==> src/rtl/spi_pkg.sv <==
// Shared types and constants for the SPI master engine.
package spi_pkg;

  localparam int SPI_DATA_W = 8;
  localparam int SPI_DIV_W  = 8;

  typedef enum logic [2:0] {
    IDLE  = 3'd0,
    LEAD  = 3'd1,
    HIGH  = 3'd2,
    LOW   = 3'd3,
    WAIT  = 3'd4,
    TRAIL = 3'd5,
    GAP   = 3'd6
  } spi_mst_state_t;

endpackage

==> src/rtl/spi_half_period_timer.sv <==
// Loadable down-counter timing one sclk half-period; expire is high on the
// H-th cycle after a load of period H (period must be at least 1).
module spi_half_period_timer #(
  parameter int DIV_W = 8
) (
  input  logic             clk,
  input  logic             reset_n,
  input  logic             load,
  input  logic [DIV_W-1:0] period,
  output logic             expire
);

  logic [DIV_W-1:0] cnt_q;
  logic [DIV_W-1:0] cnt_d;

  // Next count: reload on load, otherwise count down and park at zero.
  always_comb begin
    cnt_d = cnt_q;
    if (load) begin
      cnt_d = period - DIV_W'(1);
    end else if (cnt_q != '0) begin
      cnt_d = cnt_q - DIV_W'(1);
    end else begin
      cnt_d = cnt_q;
    end
  end

  // Counter register.
  always_ff @(posedge clk or negedge reset_n) begin
    if (!reset_n) begin
      cnt_q <= '0;
    end else begin
      cnt_q <= cnt_d;
    end
  end

  assign expire = (cnt_q == '0);

endmodule

==> src/rtl/spi_master_engine.sv <==
// Mode-0 SPI master: serialises accepted bytes MSB first under one chip
// select per frame and returns the bytes shifted in on miso.
module spi_master_engine
  import spi_pkg::*;
#(
  parameter int DATA_W = SPI_DATA_W,
  parameter int DIV_W  = SPI_DIV_W
) (
  input  logic              clk,
  input  logic              reset_n,
  input  logic [DIV_W-1:0]  clk_div,
  input  logic              tx_valid,
  input  logic [DATA_W-1:0] tx_data,
  input  logic              tx_last,
  output logic              tx_ready,
  output logic              rx_valid,
  output logic [DATA_W-1:0] rx_data,
  output logic              busy,
  output logic              sclk,
  output logic              cs_n,
  output logic              mosi,
  input  logic              miso
);

  localparam int CNT_W = $clog2(DATA_W + 1);

  spi_mst_state_t    state_q, state_d;
  logic [DIV_W-1:0]  h_q, h_d;
  logic              last_q, last_d;
  logic [DATA_W-2:0] tx_sh_q, tx_sh_d;
  logic [DATA_W-2:0] rx_sh_q, rx_sh_d;
  logic [CNT_W-1:0]  bit_cnt_q, bit_cnt_d;
  logic [DATA_W-1:0] rx_data_q, rx_data_d;
  logic              rx_valid_q, rx_valid_d;
  logic              sclk_q, sclk_d;
  logic              cs_n_q, cs_n_d;
  logic              mosi_q, mosi_d;
  logic              tx_ready_q, tx_ready_d;
  logic              busy_q, busy_d;

  logic              accept_s;
  logic              expire_s;
  logic              timer_load_s;
  logic [DIV_W-1:0]  timer_period_s;
  logic [DIV_W-1:0]  h_new_s;
  logic [CNT_W-1:0]  bit_next_s;
  logic [DATA_W-1:0] rx_byte_s;

  assign accept_s   = tx_valid & tx_ready_q;
  assign h_new_s    = (clk_div == '0) ? DIV_W'(1) : clk_div;
  assign bit_next_s = bit_cnt_q + CNT_W'(1);
  assign rx_byte_s  = {rx_sh_q, miso};

  spi_half_period_timer #(.DIV_W(DIV_W)) u_timer (
    .clk     (clk),
    .reset_n (reset_n),
    .load    (timer_load_s),
    .period  (timer_period_s),
    .expire  (expire_s)
  );

  // Next-state and next-output logic; the timer is reloaded on every phase change.
  always_comb begin
    state_d        = state_q;
    h_d            = h_q;
    last_d         = last_q;
    tx_sh_d        = tx_sh_q;
    rx_sh_d        = rx_sh_q;
    bit_cnt_d      = bit_cnt_q;
    rx_data_d      = rx_data_q;
    rx_valid_d     = 1'b0;
    sclk_d         = sclk_q;
    cs_n_d         = cs_n_q;
    mosi_d         = mosi_q;
    tx_ready_d     = tx_ready_q;
    busy_d         = busy_q;
    timer_load_s   = 1'b0;
    timer_period_s = h_q;
    case (state_q)
      IDLE, WAIT: begin
        // The new half-period goes straight to the timer so LEAD uses it.
        if (accept_s) begin
          state_d        = LEAD;
          h_d            = h_new_s;
          last_d         = tx_last;
          tx_sh_d        = tx_data[DATA_W-2:0];
          mosi_d         = tx_data[DATA_W-1];
          bit_cnt_d      = '0;
          cs_n_d         = 1'b0;
          tx_ready_d     = 1'b0;
          busy_d         = 1'b1;
          timer_load_s   = 1'b1;
          timer_period_s = h_new_s;
        end else begin
          state_d = state_q;
        end
      end
      LEAD, LOW: begin
        if (expire_s) begin
          state_d      = HIGH;
          sclk_d       = 1'b1;
          timer_load_s = 1'b1;
        end else begin
          state_d = state_q;
        end
      end
      HIGH: begin
        if (expire_s) begin
          sclk_d       = 1'b0;
          rx_sh_d      = rx_byte_s[DATA_W-2:0];
          bit_cnt_d    = bit_next_s;
          timer_load_s = 1'b1;
          if (bit_next_s == CNT_W'(DATA_W)) begin
            rx_valid_d = 1'b1;
            rx_data_d  = rx_byte_s;
            if (last_q) begin
              state_d = TRAIL;
            end else begin
              state_d    = WAIT;
              tx_ready_d = 1'b1;
            end
          end else begin
            state_d = LOW;
            mosi_d  = tx_sh_q[DATA_W-2];
            tx_sh_d = {tx_sh_q[DATA_W-3:0], 1'b0};
          end
        end else begin
          state_d = state_q;
        end
      end
      TRAIL: begin
        if (expire_s) begin
          state_d      = GAP;
          cs_n_d       = 1'b1;
          timer_load_s = 1'b1;
        end else begin
          state_d = state_q;
        end
      end
      GAP: begin
        if (expire_s) begin
          state_d    = IDLE;
          tx_ready_d = 1'b1;
          busy_d     = 1'b0;
        end else begin
          state_d = state_q;
        end
      end
      default: begin
        state_d    = IDLE;
        sclk_d     = 1'b0;
        cs_n_d     = 1'b1;
        tx_ready_d = 1'b1;
        busy_d     = 1'b0;
      end
    endcase
  end

  // State, datapath and output registers.
  always_ff @(posedge clk or negedge reset_n) begin
    if (!reset_n) begin
      state_q    <= IDLE;
      h_q        <= DIV_W'(1);
      last_q     <= 1'b0;
      tx_sh_q    <= '0;
      rx_sh_q    <= '0;
      bit_cnt_q  <= '0;
      rx_data_q  <= '0;
      rx_valid_q <= 1'b0;
      sclk_q     <= 1'b0;
      cs_n_q     <= 1'b1;
      mosi_q     <= 1'b0;
      tx_ready_q <= 1'b1;
      busy_q     <= 1'b0;
    end else begin
      state_q    <= state_d;
      h_q        <= h_d;
      last_q     <= last_d;
      tx_sh_q    <= tx_sh_d;
      rx_sh_q    <= rx_sh_d;
      bit_cnt_q  <= bit_cnt_d;
      rx_data_q  <= rx_data_d;
      rx_valid_q <= rx_valid_d;
      sclk_q     <= sclk_d;
      cs_n_q     <= cs_n_d;
      mosi_q     <= mosi_d;
      tx_ready_q <= tx_ready_d;
      busy_q     <= busy_d;
    end
  end

  assign tx_ready = tx_ready_q;
  assign rx_valid = rx_valid_q;
  assign rx_data  = rx_data_q;
  assign busy     = busy_q;
  assign sclk     = sclk_q;
  assign cs_n     = cs_n_q;
  assign mosi     = mosi_q;

endmodule
==> config.mk <==
export PLATFORM = sky130hd
export DESIGN_NAME = spi_master_engine
export DESIGN_NICKNAME = d
export VERILOG_FILES = /design/src/rtl/spi_pkg.sv /design/src/rtl/spi_half_period_timer.sv /design/src/rtl/spi_master_engine.sv
export SDC_FILE = /design/constraint.sdc
export NUM_CORES = 1
export LEC_CHECK = 0
export CAP_MARGIN = 20
export CORE_MARGIN = 5
export CORE_UTILIZATION = 35
export DETAILED_ROUTE_END_ITERATION = 12
export PLACE_DENSITY_LB_ADDON = 0.05
export REMOVE_ABC_BUFFERS = 1
export SYNTH_ARGS = -nofsm -noshare
export SYNTH_HDL_FRONTEND = slang
export SYNTH_HIERARCHICAL = 1
export SYNTH_SLANG_ARGS = --single-unit
export TNS_END_PERCENT = 50
==> constraint.sdc <==
create_clock -name clk -period 4.2 [get_ports clk]
set_input_delay 0.42 -clock clk [delete_from_list [all_inputs] [get_ports clk]]
set_output_delay 0.42 -clock clk [all_outputs]
set_load 0.01 [all_outputs]
**Word-level counts from Yosys, hierarchy flattened**

Cells that the tools add are included.

- Flip-flop bits (word level): 52
- Input bits: 21
- Word-level logic and storage cells: 100

- $add $sub $neg: 3
- Equal/unequal tests: 15
- Multiplexer cells: 41
- Bitwise gates (word level): 5
- Reduce and logical (&&, ||, !) cells: 22

Operators with widths:

| kind | count |
|---|---|
| $mux W8 | 5 |
| $mux W7 | 3 |
| $mux W3 | 6 |
| $logic_not A8 Y1 | 2 |
| $mux W1 | 16 |
| $ne A2 B2 Y1 const B | 8 |
| $sub A8 B1 Y8 const B | 2 |
| $pmux W3 S5 | 1 |
| $reduce_and A3 Y1 | 5 |
| $pmux W7 S2 | 1 |
| $reduce_or A4 Y1 | 3 |
| $eq A3 B3 Y1 const B | 3 |
| $pmux W1 S3 | 3 |
| $mux W4 | 2 |
| $pmux W4 S2 | 1 |
| $reduce_bool A8 Y1 | 1 |
| $eq A3 B2 Y1 const B | 2 |
| $reduce_and A6 Y1 | 1 |
| $reduce_and A5 Y1 | 1 |
| $add A4 B1 Y4 const B | 1 |
| $eq A4 B4 Y1 const B | 1 |
| $not A1 Y1 | 4 |
| $pmux W1 S2 | 2 |
| $pmux W1 S4 | 1 |
| 8 further kinds | 11 |

**Depth between registers and ports, before layout**

Gate-level depths: netlist of the first run.

- Depth after elaboration: 6
- Mapped depth: 13
- Mapped depth without buffers: 9

**Cells and area by module**

Netlist of the first run, hierarchy kept.

By module, submodules not included:

| module | instances | cells each | area each (um^2) | sequential area each (um^2) |
|---|---|---|---|---|
| spi_master_engine | 1 | 205 | 2134.5 | 1104.8 |
| spi_half_period_timer | 1 | 60 | 601.8 | 200.2 |

**Least setup slack after synthesis of the first run**

Ideal clock, no wire load.

- Kind: flip-flop to flip-flop
- Start: reg u_timer.cnt_q[2]
- End: reg u_timer.cnt_q[4]
- Data arrival time: 2.898 ns
- Path slack: 1.181 ns
- Cell stages (with the launch flop): 14
- Buffers on the path: 4
- Period minus slack after synthesis: 3.019 ns
- Cells stage by stage: dfrtp_1 > or4_4 > buf_6 > nor2_8 > buf_2 > nand2b_1 > a22oi_1 > buf_2 > buf_6 > mux2i_1 > ha_1 > o21ai_0 > xnor2_1 > a22o_1

- Word-level cells in the longest chain between the ends: 4
- Elaborated cells between the ends (all ways): 8
- Classes of those cells: add/sub (1); mux (4); reduce/logical (3)

RTL lines:

| element | RTL line | RTL |
|---|---|---|
| start, declared | spi_half_period_timer.sv:13 | `logic [DIV_W-1:0] cnt_q;` |
| start signal, assigned | spi_half_period_timer.sv:33 | `cnt_q <= cnt_d;` |
| $logic_not A8 Y1 * | spi_half_period_timer.sv:37 | `assign expire = (cnt_q == '0);` |
| named net expire_s | spi_master_engine.sv:42 | `logic expire_s;` |
| $mux W1 * | spi_master_engine.sv:99, spi_master_engine.sv:108, spi_master_engine.sv:132 |  |
| $pmux W1 S2 * | spi_master_engine.sv:79 | `case (state_q)` |
| named net timer_load_s | spi_master_engine.sv:43 | `logic timer_load_s;` |
| $mux W8 / $reduce_bool A2 Y1 (equally long branches) | - |  |

The timed path passes the listed nets; every way through them passes the cells marked *. The select of a mux whose other input is x is not followed.
A chain may end at the register's enable or synchronous reset.

**Final worst setup path of the first run**

- Start: reg u_timer.cnt_q[4]
- End: reg u_timer.cnt_q[4]

Same word-level chain as after synthesis.

==> out/results.ini, run 1 <==
[logic_synthesis]
postSynthCellCount=265
syn_area_per_cell_sq_um=10.3
synthAdderAreaFrac_pct=1.37
synth-compound-area-share_pct=17.6
synth_simple_gate_area_share_pct=18.8
postSynth.asyncResetShare_pct=100
synth-xor-area-share_pct=2.24
synth.area.top_cells=sky130_fd_sc_hd__dfrtp_1, sky130_fd_sc_hd__mux2_2, sky130_fd_sc_hd__nand2_1
yosysTopAreaCellShare_pct=44.8
count_of_yosys_warnings_during_synthesis=6
yosys_register_bits=52
post_synth_instance_area_sq_um=2740
synth-edff-count=0
synth_seq_area_share_pct=47.7
dominant_combinational_cell_family_by_area_after_synthesis=simple AND/OR/NAND/NOR gates
yosysUniqueCellTypes=63
synth_mux_area_share_pct=8.41
synth_largest_area_cell=sky130_fd_sc_hd__dfrtp_1
postSynth.topFlopCell=sky130_fd_sc_hd__dfrtp_1

[route]
post_drt_via_cell_ratio=5.11
drt_iter0_drc=70
wirelength_um=5730
drc=0
route.detailed.wl_per_inst_um=14.4
ant_nets=0
num_vias=2037
drt-pass1-iter-count=4

[layout]
design.final.nets=320
fillCellCount=775
post_route_cells_drive_above_1_share_pct=15.2
design_area_sq_um=3240
area.growth.synth_to_final_pct=18.6
fin_cells=399
antennaDiodeCount=0

[timing]
setup-tns-final_ps=0
rsz0062_at_grt=false
min_clock_period_post_route_ps=3070
finalSetupViolCount=0
timing.final.ws_setup_ps=1130
fmax_mhz=326
timing.final.hold_violations=0
slew_limit_headroom_pct=55.5
tightest_slew_ps=668
tcrit_tclk_final_pct=73.1
timing.final.max_slew_violations=0
final.hold.worst_slack_ps=216
worst_clock_skew_ps=11.2

[cts]
cts_buffers=5
hold_buffers=0
h_tree_depth=2
cts-root-to-sink-buffers=2
clk-insertion-delay-late_ps=310
clockRootBuffer=sky130_fd_sc_hd__clkbuf_8
cts-resized-gates=0
cts_sinks=52
cts_tree=done
clk_pin_slew_ps=100
cts_setup_buffers=0

[placed_design]
port_buffers=34
placedCellCount=390
dpl_cell_area_sq_um=3140
place.detailed.hpwl_um=3970
gpl_congestion=0.735
detailedPlace.worstSlack_ps=1110

[power_and_ir_drop]
power_density_nw_per_um2=256
vdd.ir_drop.worst_mv=0.120
p_leak_nw=1.36

[global_routing]
grt_start_max_net_pins=53
globalRoute.totalOverflow=0
grt_pass1_wl_um=9830
initial_antenna_violation_count=0
gr-usage-all-layers_pct=12.2
first_global_vias=2035

[critical_path]
worstRegToRegCells=10
crit-reg2reg-capture=u_timer/cnt_q[4]
critical_path.startpoint_type=flop
timing.critical_path.fanout_max=17
critical_path.endpoint_type=flop
worst_setup_path_startpoint=u_timer/cnt_q[4]
setup.worst_path.class=reg2reg
crit_arrival_ps=3270
r2r_setup_slack_ps=1130
rr_startpoint=u_timer/cnt_q[4]
timing.critical_path.required_ps=4400
worstSetupEndpoint=u_timer/cnt_q[4]

[floorplan]
core_rows=32
die_w_um=98.4
core_region_sq_um=7690
height_of_the_chip_um=98.4
ios=35
start_util_pct=35.6
die_area_sq_um=9690

[worst_hold_path]
worst_hold_path_type=in2async

[run_status]
outcome=completed

[run]
max_cap_violations=0

cell type report:
class                   count  area (sq um)  area share [%]
inverters                   6          22.5           0.694
repair buffers             38           369            11.4
multi-input cells         193          1330            40.9
well taps                 102           128            3.93
clock buffers               5          68.8            2.12
clock inverters             3          23.8           0.733
flip-flops and latches     52          1310            40.2
cells by family (layout without fill, tap and decap cells):
family,count (synthesis),after routing
XOR/XNOR,7,7
buffers and inverters,20,52
AND/OR/NAND/NOR,94,94
AO/OA/AOI/OAI,68,68
multiplexers,21,21
flip-flops,52,52
adder cells (fa/ha/maj),3,3
report_power, final:
part / total, W / leakage (nW) / internal, W / switching (W)
clock: 0.000292 / 0.0404 / 0.000118 / 0.000174
combinational: 0.0000370 / 0.696 / 0.0000210 / 0.0000160
sequential: 0.000501 / 0.621 / 0.000501 / 0.000000190
total: 0.000830 / 1.36 / 0.000640 / 0.000190
placed cells by master (no fill, tap or decap), types with 2 or more instances in the layout:
| master | count |
|---|---|
| sky130_fd_sc_hd__or4_4 | 2 |
| sky130_fd_sc_hd__a22oi_1 | 8 |
| sky130_fd_sc_hd__nand2_1 | 34 |
| sky130_fd_sc_hd__a22o_1 | 3 |
| sky130_fd_sc_hd__clkdlybuf4s50_1 | 33 |
| sky130_fd_sc_hd__inv_1 | 6 |
| sky130_fd_sc_hd__clkbuf_8 | 5 |
| sky130_fd_sc_hd__buf_4 | 3 |
| sky130_fd_sc_hd__o31ai_1 | 2 |
| sky130_fd_sc_hd__o21ai_0 | 8 |
| sky130_fd_sc_hd__o21a_1 | 4 |
| sky130_fd_sc_hd__mux2_2 | 15 |
| sky130_fd_sc_hd__nor2b_1 | 8 |
| sky130_fd_sc_hd__clkinvlp_4 | 2 |
| sky130_fd_sc_hd__a21oi_1 | 14 |
| sky130_fd_sc_hd__a221oi_1 | 7 |
| sky130_fd_sc_hd__nand3_1 | 2 |
| sky130_fd_sc_hd__nor3_1 | 5 |
| sky130_fd_sc_hd__dfstp_2 | 3 |
| sky130_fd_sc_hd__mux2i_1 | 5 |
| sky130_fd_sc_hd__or2_2 | 2 |
| sky130_fd_sc_hd__a31oi_1 | 2 |
| sky130_fd_sc_hd__nor3b_1 | 2 |
| sky130_fd_sc_hd__xnor2_1 | 4 |
| sky130_fd_sc_hd__a21o_1 | 3 |
| sky130_fd_sc_hd__nor2_1 | 22 |
| sky130_fd_sc_hd__o21ai_1 | 3 |
| sky130_fd_sc_hd__nand4_1 | 2 |
| sky130_fd_sc_hd__dfrtp_1 | 49 |
| sky130_fd_sc_hd__ha_1 | 3 |
| sky130_fd_sc_hd__xor2_1 | 3 |
worst min path at each step:
stage / from / to / slack (ps) / cells after the start
2_1_floorplan: reset_n / bit_cnt_q[0] / 120 / 0
3_3_place_gp: rx_sh_q[6] / rx_sh_q[6] / 460 / 2
3_5_place_dp: rx_sh_q[6] / rx_sh_q[6] / 470 / 2
4_1_cts: reset_n / rx_valid / 240 / 2
5_1_grt: reset_n / rx_valid / 280 / 2
6_report: reset_n / rx_valid / 220 / 2
worst max-delay path, cell delays in order, from the launching register on:
cell and delay [ps]:
sky130_fd_sc_hd__dfrtp_1 470, sky130_fd_sc_hd__or4_4 610, sky130_fd_sc_hd__nor2_8 220, sky130_fd_sc_hd__nand2b_1 130
sky130_fd_sc_hd__a22oi_1 200, sky130_fd_sc_hd__buf_4 260, sky130_fd_sc_hd__mux2i_1 240, sky130_fd_sc_hd__ha_1 270
sky130_fd_sc_hd__o21ai_0 180, sky130_fd_sc_hd__xnor2_1 170, sky130_fd_sc_hd__a22o_1 210
cell usage after synthesis (4+ instances only):
cell type / count
sky130_fd_sc_hd__nor2_1: 22
sky130_fd_sc_hd__nor3_1: 5
sky130_fd_sc_hd__dfrtp_1: 49
sky130_fd_sc_hd__a22oi_1: 8
sky130_fd_sc_hd__o21ai_0: 8
sky130_fd_sc_hd__mux2_2: 15
sky130_fd_sc_hd__a221oi_1: 7
sky130_fd_sc_hd__a21oi_1: 14
sky130_fd_sc_hd__buf_2: 7
sky130_fd_sc_hd__nor2b_1: 8
sky130_fd_sc_hd__inv_1: 6
sky130_fd_sc_hd__mux2i_1: 5
sky130_fd_sc_hd__nand2_1: 34
sky130_fd_sc_hd__o21a_1: 4
sky130_fd_sc_hd__xnor2_1: 4
per-stage QoR:
stage / util, % / total power, W
final: 42.2 / 0.000830
after detailed placement: 40.9 / 0.000549
after global placement: 40.9 / 0.000549
after floorplan: - / 0.000517
after global routing: 42.2 / 0.000869
after CTS: 42.1 / 0.000846
routing by layer:
| metal | global-route usage, % | part of all wire [%] |
|---|---|---|
| met1 | 15.1 | 46 |
| met2 | 21.5 | 50 |
| met3 | 2.76 | 3.3 |
| met4 | 3.15 | 0.65 |
| met5 | 0 | 0 |
sequential cells by signal, indices dropped and copies added (netlist names):
name           count
bit_cnt_q          4
rx_valid           1
rx_sh_q            7
last_q             1
cs_n               1
tx_ready           1
state_q            3
u_timer/cnt_q      8
rx_data            8
h_q                8
tx_sh_q            7
sclk               1
mosi               1
busy               1
Note: power is estimated with default switching activity, not from simulation.
==> run 2: changes to the inputs <==
==> constraint.sdc (replaced) <==
create_clock -name clk -period 2.8 [get_ports clk]
set_input_delay 0.28 -clock clk [delete_from_list [all_inputs] [get_ports clk]]
set_output_delay 0.28 -clock clk [all_outputs]
set_load 0.01 [all_outputs]
==> run 2 against run 1 <==
Net effect:
- core utilization up 2.0 points
- worst hold slack got worse by 130 ps
- critical endpoint unchanged
- via count grew 3.9%
- routed wire length is 3.6% higher
- critical path depth stayed put
- clock power is 83% higher
- critical path type unchanged
- combinational power grew 52%
==> out/results.ini, run 2 (same netlist as run 1, synthesis figures left out) <==
[route]
drt-pass1-iter-count=4  ; unchanged
drc=0  ; unchanged
drt_iter0_drc=98  ; +40%
num_vias=2116  ; +3.9%
post_drt_via_cell_ratio=5.07  ; -0.61%
wirelength_um=5940  ; +3.6%
route.detailed.wl_per_inst_um=14.2  ; -0.83%
ant_nets=0  ; unchanged

[layout]
design.final.nets=338  ; +5.6%
antennaDiodeCount=0  ; unchanged
mostFrequentLayoutCell=sky130_fd_sc_hd__dfrtp_1
design_area_sq_um=3400  ; +4.8%
area.growth.synth_to_final_pct=24.2
highest_count_cells_in_the_layout_ignoring_fill_and_taps=sky130_fd_sc_hd__dfrtp_1, sky130_fd_sc_hd__nand2_1, sky130_fd_sc_hd__clkdlybuf4s50_1
fin_cells=417  ; +4.5%
final_util_pct=44.2  ; +2.0 points
post_route_cells_drive_above_1_share_pct=20.0  ; +4.8 points

[floorplan]
core_rows=32  ; unchanged
ios=35  ; unchanged
die_w_um=98.4  ; unchanged
start_util_pct=35.6  ; unchanged
die_area_sq_um=9690  ; unchanged
core_region_sq_um=7690  ; unchanged
height_of_the_chip_um=98.4  ; unchanged

[cts]
cts_tree=done
hold_buffers=0  ; unchanged
clk-insertion-delay-late_ps=310  ; about the same
cts_sinks=52  ; unchanged
h_tree_depth=2  ; unchanged
clk_pin_slew_ps=110  ; about the same
cts_buffers=5  ; unchanged
clockRootBuffer=sky130_fd_sc_hd__clkbuf_8
cts-root-to-sink-buffers=2  ; unchanged

[placed_design]
gpl_congestion=0.739  ; +0.65%
detailedPlace.worstSlack_ps=54.4  ; -1060 ps
place.detailed.hpwl_um=4170  ; +5.0%
port_buffers=34  ; unchanged
placedCellCount=405  ; +3.8%
dpl_cell_area_sq_um=3250  ; +3.6%

[timing]
slew_limit_headroom_pct=55.6  ; +0.11 points
finalSetupViolCount=0  ; unchanged
tightest_slew_ps=667  ; -1.58 ps
min_clock_period_post_route_ps=2690  ; -385 ps
timing.final.max_slew_violations=0  ; unchanged
tcrit_tclk_final_pct=95.9  ; +23 points
timing.final.ws_setup_ps=114  ; -1010 ps
fmax_mhz=372  ; +14%
timing.final.hold_violations=0  ; unchanged
worst_clock_skew_ps=11.8  ; +0.640 ps

[global_routing]
initial_antenna_violation_count=0  ; unchanged
globalRoute.totalOverflow=0  ; unchanged
gr-usage-all-layers_pct=12.5  ; +0.34 points
first_global_vias=2064  ; +1.4%
grt_pass1_wl_um=10000  ; +2.2%
grt_start_max_net_pins=53  ; unchanged

[worst_hold_path]
worst_hold_path_type=in2async

[power_and_ir_drop]
vdd.ir_drop.worst_mv=0.246  ; +100%
p_leak_nw=1.47  ; +8.1%
power_density_nw_per_um2=395  ; +54%
power_w=0.00134  ; +62%

[critical_path]
crit_arrival_ps=2900  ; -370 ps
setup.worst_path.class=reg2reg
timing.critical_path.required_ps=3010  ; -1390 ps
critical_path.endpoint_type=flop
timing.critical_path.fanout_max=8  ; -9
critical_path.startpoint_type=flop

[run]
max_cap_violations=0  ; unchanged

[run_status]
outcome=completed

-- run 2: changes by cell type in the layout (fill, tap and decap cells not counted) --
cell	previous run	this run
sky130_fd_sc_hd__buf_4	3	22
sky130_fd_sc_hd__buf_6	1	0
sky130_fd_sc_hd__bufinv_16	0	1
sky130_fd_sc_hd__clkinv_4	1	2
sky130_fd_sc_hd__clkinvlp_4	2	0
-- run 2: metrics by stage --
step                setup TNS (ps)  hold slack, ps
floorplan                    -1550           -15.6
global placement                 0             459
detailed placement               0             454
CTS                              0             105
global route                 -16.7             135
finish                           0            84.9
-- run 2: worst max-delay path: stages, from the launching register on --
cell	delay [ps]
sky130_fd_sc_hd__dfrtp_1	440
sky130_fd_sc_hd__or4_4	570
sky130_fd_sc_hd__nor2_8	150
sky130_fd_sc_hd__nand2b_1	110
sky130_fd_sc_hd__a22oi_1	190
sky130_fd_sc_hd__buf_4	150
sky130_fd_sc_hd__mux2i_1	230
sky130_fd_sc_hd__ha_1	210
sky130_fd_sc_hd__o21ai_0	160
sky130_fd_sc_hd__xnor2_1	160
sky130_fd_sc_hd__a22o_1	210
-- run 2: worst paths after layout --
| check | slack [ps] | from | depth (start not counted) | to |
|---|---|---|---|---|
| worst max-delay path | 110 | u_timer/cnt_q[6] | 10 | u_timer/cnt_q[4] |
| worst min-delay path | 80 | reset_n | 2 | rx_valid |
| worst max register to register | 110 | u_timer/cnt_q[6] | 10 | u_timer/cnt_q[4] |
| worst min register to register | 500 | rx_sh_q[4] | 2 | rx_sh_q[5] |
| max in group asynchronous | 2270 | reset_n | 2 | state_q[1] |
| min in group clk | 500 | rx_sh_q[4] | 2 | rx_sh_q[5] |
-- run 2: routing by layer --
| metal | track usage [%] | vias up | share of wire [%] |
|---|---|---|---|
| met3 | 2.97 | 9 | 3.8 |
| met1 | 16.4 | 1020 | 46 |
| li1 | - | 1048 | - |
| met4 | 4.20 | 0 | 1.9 |
| met2 | 20.5 | 39 | 49 |
| met5 | 0 | - | 0 |
-- run 2: layout make-up --
class                   instances  area, sq um
multi-input cells             193         1330
fillers                       764         4290
flip-flops and latches         52         1310
well taps                     102          128
clock buffers                   5         68.8
clock inverters                 3         47.5
repair buffers                 56          500
inverters                       6         22.5
-- run 2: what timing repair did --
item                                    CTS  global route
endpoints found under the setup margin    0             2
resized for setup                         0             0
buffers inserted                          0             4
hold endpoints to repair                  0             0
-- run 2: report_power, final --
group	switching, W	internal (W)	leakage (nW)
logic	0.0000242	0.0000319	0.789
registers	0.000000274	0.000751	0.621
clock network	0.000265	0.000270	0.0583
total	0.000290	0.00105	1.47
